### config.mk
export PLATFORM = sky130hd
export DESIGN_NAME = dm_access_ctrl
export DESIGN_NICKNAME = d
export VERILOG_FILES = /design/src/rtl/dm_access_ctrl.sv
export SDC_FILE = /design/constraint.sdc
export NUM_CORES = 1
export LEC_CHECK = 0
export ABC_AREA = 1
export CAP_MARGIN = 30
export CORE_ASPECT_RATIO = 1.25
export CORE_MARGIN = 8
export CORE_UTILIZATION = 30
export CTS_BUF_LIST = sky130_fd_sc_hd__clkbuf_2
export CTS_CLUSTER_SIZE = 24
export DETAILED_ROUTE_END_ITERATION = 12
export GPL_TIMING_DRIVEN = 0
export PLACE_DENSITY = 0.69
export SKIP_CTS_REPAIR_TIMING = 1
export SLEW_MARGIN = 10
export SYNTH_ARGS = -nofsm -noshare
export SYNTH_HDL_FRONTEND = slang
export SYNTH_SLANG_ARGS = --single-unit
### constraint.sdc
create_clock -name clk -period 1.7 [get_ports clk]
set_input_delay 0.255 -clock clk [delete_from_list [all_inputs] [get_ports clk]]
set_output_delay 0.255 -clock clk [all_outputs]
set_load 0.01 [all_outputs]
### src/rtl/dm_access_ctrl.sv
// Memory-stage access controller: word/sub-word loads, read-modify-write sub-word stores, misalignment checks.
// Latency: loads and SW are zero-latency; SH/SB take 2 cycles with stall high for the first cycle only.
module dm_access_ctrl #(
    parameter bit SUPPRESS_MISALIGNED = 1'b1
) (
    input  logic        clk,
    input  logic        reset,
    input  logic        req_valid,
    input  logic [2:0]  req_op,
    input  logic [31:0] req_addr,
    input  logic [31:0] req_wdata,
    input  logic [31:0] req_PC,
    output logic        stall,
    output logic [31:0] load_data,
    output logic        addr_err,
    output logic        dm_MemWrite,
    output logic [31:0] dm_PC,
    output logic [31:0] dm_addr,
    output logic [31:0] dm_writeData,
    input  logic [31:0] dm_readData
);

    localparam logic [2:0] OP_LW  = 3'd0;
    localparam logic [2:0] OP_LH  = 3'd1;
    localparam logic [2:0] OP_LHU = 3'd2;
    localparam logic [2:0] OP_LB  = 3'd3;
    localparam logic [2:0] OP_LBU = 3'd4;
    localparam logic [2:0] OP_SW  = 3'd5;
    localparam logic [2:0] OP_SH  = 3'd6;
    localparam logic [2:0] OP_SB  = 3'd7;

    typedef enum logic {IDLE, RMW_WR} state_t;

    state_t      state;
    logic [31:0] merge_reg;
    logic [31:0] addr_reg;
    logic [31:0] pc_reg;

    logic        misaligned;
    logic        start_rmw;
    logic [7:0]  sel_byte;
    logic [15:0] sel_half;
    logic [31:0] merged;

    always_comb begin
        misaligned = 1'b0;
        case (req_op)
            OP_LW, OP_SW:         misaligned = (req_addr[1:0] != 2'b00);
            OP_LH, OP_LHU, OP_SH: misaligned = req_addr[0];
            default:              misaligned = 1'b0;
        endcase
    end

    assign sel_byte = dm_readData[{req_addr[1:0], 3'b000} +: 8];
    assign sel_half = req_addr[1] ? dm_readData[31:16] : dm_readData[15:0];

    // An unsuppressed misaligned SH is merged into the half selected by addr[1].
    assign start_rmw = (state == IDLE) && req_valid &&
                       ((req_op == OP_SB) ||
                        ((req_op == OP_SH) && (!misaligned || !SUPPRESS_MISALIGNED)));

    always_comb begin
        merged = dm_readData;
        if (req_op == OP_SB) begin
            merged[{req_addr[1:0], 3'b000} +: 8] = req_wdata[7:0];
        end else if (req_addr[1]) begin
            merged[31:16] = req_wdata[15:0];
        end else begin
            merged[15:0] = req_wdata[15:0];
        end
    end

    always_comb begin
        stall        = 1'b0;
        load_data    = 32'h0;
        addr_err     = 1'b0;
        dm_MemWrite  = 1'b0;
        dm_addr      = req_addr;
        dm_PC        = req_PC;
        dm_writeData = 32'h0;
        if (state == RMW_WR) begin
            dm_MemWrite  = 1'b1;
            dm_addr      = addr_reg;
            dm_writeData = merge_reg;
            dm_PC        = pc_reg;
        end else if (req_valid) begin
            addr_err = misaligned;
            case (req_op)
                OP_LW:  load_data = dm_readData;
                OP_LH:  load_data = {{16{sel_half[15]}}, sel_half};
                OP_LHU: load_data = {16'h0, sel_half};
                OP_LB:  load_data = {{24{sel_byte[7]}}, sel_byte};
                OP_LBU: load_data = {24'h0, sel_byte};
                OP_SW: begin
                    if (!misaligned || !SUPPRESS_MISALIGNED) begin
                        dm_MemWrite  = 1'b1;
                        dm_addr      = {req_addr[31:2], 2'b00};
                        dm_writeData = req_wdata;
                    end
                end
                default: stall = start_rmw;
            endcase
        end
    end

    always_ff @(posedge clk) begin
        if (reset) begin
            state     <= IDLE;
            merge_reg <= 32'h0;
            addr_reg  <= 32'h0;
            pc_reg    <= 32'h0;
        end else begin
            case (state)
                IDLE: begin
                    if (start_rmw) begin
                        merge_reg <= merged;
                        addr_reg  <= {req_addr[31:2], 2'b00};
                        pc_reg    <= req_PC;
                        state     <= RMW_WR;
                    end
                end
                RMW_WR:  state <= IDLE;
                default: state <= IDLE;
            endcase
        end
    end

endmodule

After elaboration in Yosys (flattened, before gate mapping):

Cells that the tools add are included.

* bits in registers: 95
* input bits: 134
* word-level logic and storage cells: 56

* add/subtract/negate cells: 1
* equality and inequality tests: 7
* shift operators: 3
* multiplexer cells: 29
* bitwise gates (word level): 1
* reduce and logical (&&, ||, !) cells: 11

Operator list (count)
* $mux W32: 9
* $pmux W32 S5: 1
* $mux W16: 3
* $bwmux W32: 1
* $shift A8 B7 Y32 const A: 1
* $shiftx A32 B6 Y8: 1
* $shiftx A8 B7 Y32: 1
* $eq A3 B3 Y1 const B: 4
* $mux W1: 10
* $neg A5 Y7: 1
* $eq A3 B2 Y1 const B: 2
* $mux W2: 3
* $reduce_or A6 Y1: 1
* $pmux W1 S2: 2
* $eq A3 B1 Y1 const B: 1
* $logic_and A1 B1 Y1: 3
* $logic_not A3 Y1: 1
* $reduce_or A3 Y1: 1
* $reduce_and A2 Y1: 1
* $reduce_bool A2 Y1: 1
* $reduce_or A2 Y1: 1
* $logic_not A1 Y1: 1
* $logic_or A1 B1 Y1: 1
* $not A1 Y1: 1

Depth between registers and ports, before layout:

* word-level depth: 10
* mapped depth: 12
* mapped depth without buffers: 9

Worst setup path after synthesis:

Ideal clock, no wire load.

* kind: in2out
* start: in req_addr[0]
* end: out addr_err
* arrival: 1.716 ns
* required time: 1.445 ns
* setup slack: -0.271 ns
* stages on the path: 9
* path buffers: 4
* path through: inv_1 -> buf_2 -> buf_2 -> ha_1 -> inv_1 -> clkbuf_1 -> nand2_2 -> buf_4 -> a21oi_1

* cells in the longest elaborated chain, start to end: 4

Ends and longest elaborated chain
* from (decl): line 10 `input logic [31:0] req_addr,`
* $reduce_bool A2 Y1: line 48 `OP_LW, OP_SW: misaligned = (req_addr[1:0] != 2'b00);`
* $pmux W1 S2 *: line 47 `case (req_op)`
* $mux W1 *: line 86 `end else if (req_valid) begin`
* $mux W1 *: line 81 `if (state == RMW_WR) begin`
* to (decl): line 15 `output logic addr_err,`

Mark *: on every way between the ends. The rest lies on a longest branch, timed or not.

Worst setup path after layout:

* start: reg state
* end: out load_data[17]

* cells in the longest elaborated chain, start to end: 1

Ends and longest elaborated chain
* from (decl): line 34 `state_t state;`
* from (signal assigned): line 108 `state <= IDLE;`
* from (signal assigned): line 119 `state <= RMW_WR;`
* from (signal assigned): line 122 `RMW_WR: state <= IDLE;`
* $mux W32: line 81
* to (decl): line 14 `output logic [31:0] load_data,`

Every way passes these cells.

==> impl_metrics.ini <==
[logic_synthesis]
seq_area_frac_synth = 0.251
ys_ff_latch = 95
syn_area_um2 = 7590
ys_warn_count = 0
yosys.area.top_type = dfxtp_1
synthCells = 1426
syn_nets = 1564
yosysTopAreaCellShare = 0.251
yosysUniqueCellTypes = 24
syn_area_per_cell_um2 = 5.32
synth_area_leaders = dfxtp_1 25%, nand2_1 24%, nor2_1 10%

[die]
io-pin-count = 265
core_area_um2 = 25000
die_w_um = 158
dieHeight_um = 194
die-area_um2 = 30700
start_util = 0.303
rows = 65

[hold_path]
hp-class = input pin to flip-flop

[placement]
port_buffers = 263
dp.cells = 2024
pre_cts_slack_ns = -1.66
dpl.hpwl_um = 27700
routabilityCongestion = 0.979

[drt]
highest_layer = met5
drc = 0
wl_met1_um = 13900
viasPerCell = 4.83
met2_length_um = 16700
dr.pass1.iters = 8
wl_um = 34200
vias = 9935
drt-wirelength-per-cell_um = 16.6
wl_met3_um = 2230
ant_nets = 0
drt-initial-drc-count = 540

[global_route]
grt_max_degree = 18
grt_usage = 0.213
grt_overflow = 0
grt_pass1_wl_um = 51700
grt_pass1_vias = 9535
antenna_found_initial = 3

[clock_network]
clockRootBuffer = clkbuf_2
cts_tree = done
clk_path_buf_depth = 2
clk_pin_slew_worst_paths_ns = 0.28
cts_buffers = 9
cts_sinks = 95
h-tree-depth = 3
clk-insertion-delay-late_ns = 0.58

[timing]
hold_viol_final = 0
setup_viol = 131
fin_worst_skew_ns = 0.0400
period_share = 1.28
worstMarginPinSlew_ns = 0.704
rsz0062_at_grt = true
slew_headroom = 0.531
layout_setup_ws_ns = -0.472
fmax_ghz = 0.460
maxSlewViolCount = 0
period_needed_ns = 2.17

[critical_path]
crit_path_max_fanout = 7
cpLargestDelayFamily = buffers and inverters
arrival_ns = 1.92
cpMostUsedCell = buf_6
r2r_setup_slack_ns = 0.15
start_kind = flip-flop
worst_path_max_delay_cell = dfxtp_2
cpPeakStageDelay_ns = 0.41
path_class = flip-flop to output pin
critPathBufInv = 6
cp_cell_sequence = buf_12, nor2_4, buf_6, o21ai_4, clkinv_4, clkbuf_16, nand2_4, inv_2, buf_6
cp-end-kind = output pin
cp.required_ns = 1.44

[finish]
layout-drive-gt1-share = 0.159
fin_nets = 1852
syn2layout_area_growth_pct = 44.3
fillCellCount = 2820
stdcell_count = 2056
fin_util = 0.437
multi_input_area_um2 = 4700
seqCellArea_um2 = 1900

[run_status]
violations = setup timing
status = finished with violations

[power_and_ir_drop]
p_leak_nw = 5.90
finalPower_mw = 5.77
power_density_nw_per_um2 = 526
ir_worst_vdd_uv = 234

[job]
max_cap_viol_count = 0
-- where the power goes --
| part | internal [mW] | total, mW | leakage (nW) | switching (mW) |
|---|---|---|---|---|
| Clock | 0.521 | 1.39 | 0.0895 | 0.866 |
| Combinational | 0.838 | 1.99 | 5.03 | 1.15 |
| Sequential | 2.34 | 2.39 | 0.774 | 0.0493 |
| Total | 3.70 | 5.77 | 5.90 | 2.07 |
-- synth_stat cells --
library cell and number:
nand4_1 38, clkbuf_1 44, nor2_4 2, and2_1 2
nand3_1 141, nand2_1 477, o21ai_0 102, clkinv_1 1
nand2_2 3, buf_4 10, buf_2 42, o21ai_2 1
nor2_1 208, inv_2 2, ha_1 4, buf_1 4
dfxtp_1 95, o21ai_1 21, nor2_2 1, inv_4 1
nand3_2 1, o211ai_1 15, a21oi_1 33, inv_1 178
-- routing by layer --
layer,vias up,global-route usage
li1,5017,-
met1,4493,0.244
met2,364,0.375
met3,59,0.0401
met4,2,0.0931
met5,-,0
-- tightest hold or removal path, delay by kind of cell --
| family | cells | cell delay [ns] |
|---|---|---|
| AO/OA/AOI/OAI | 2 | 0.16 |
| buffers and inverters | 2 | 0.26 |
| AND/OR/NAND/NOR | 1 | 0.09 |
-- layout by cell type, fill, tap and decap left out, types with 13 or more instances in the layout --
cell and count:
a21oi_1 30, buf_2 60, buf_4 21, buf_6 30
clkbuf_1 20, clkbuf_2 86, clkdlybuf4s50_1 125, dfxtp_1 94
dlymetal6s2s_1 23, inv_1 171, nand2_1 465, nand3_1 141
nand4_1 38, nor2_1 193, nor2_2 13, o211ai_1 15
o21ai_0 74, o21ai_1 47
-- final timing paths --
check | cells past startpoint | end | from
max reg2reg | 8 | pc_reg[22]$_SDFFE_PP0P_ | state$_SDFF_PP0_
min reg2reg | 2 | merge_reg[26]$_SDFFE_PP0P_ | merge_reg[26]$_SDFFE_PP0P_
min | 5 | merge_reg[31]$_SDFFE_PP0P_ | dm_readData[31]
max | 9 | load_data[17] | state$_SDFF_PP0_
-- logic make-up after synthesis --
logic type | synth area share
AOI/OAI and AO/OA | 0.119
adders and majority gates | 0.00659
buffers and inverters | 0.152
DFF | 0.251
and+or+nand+nor | 0.472
-- per-stage QoR --
step,TNS [ns],hold slack (ns),area [um2]
after floorplan,-0.00869,0.440,7630
after global placement,-208.75,0.449,10700
after detailed placement,-209.21,0.458,10700
after CTS,-218.56,0.182,10800
after global routing,-67.95,0.105,11000
final,-46.57,0.173,11000
-- cell type report --
type,count,area share
well taps,335,0.0383
plain buffers,99,0.0641
diodes,2,0.000457
clock buffers,10,0.00457
clock inverters,6,0.00891
multi-input cells,1049,0.429
flip-flops and latches,95,0.174
inverters,182,0.0642
repair buffers,278,0.217
No activity file was read; power rests on OpenSTA's default activity.
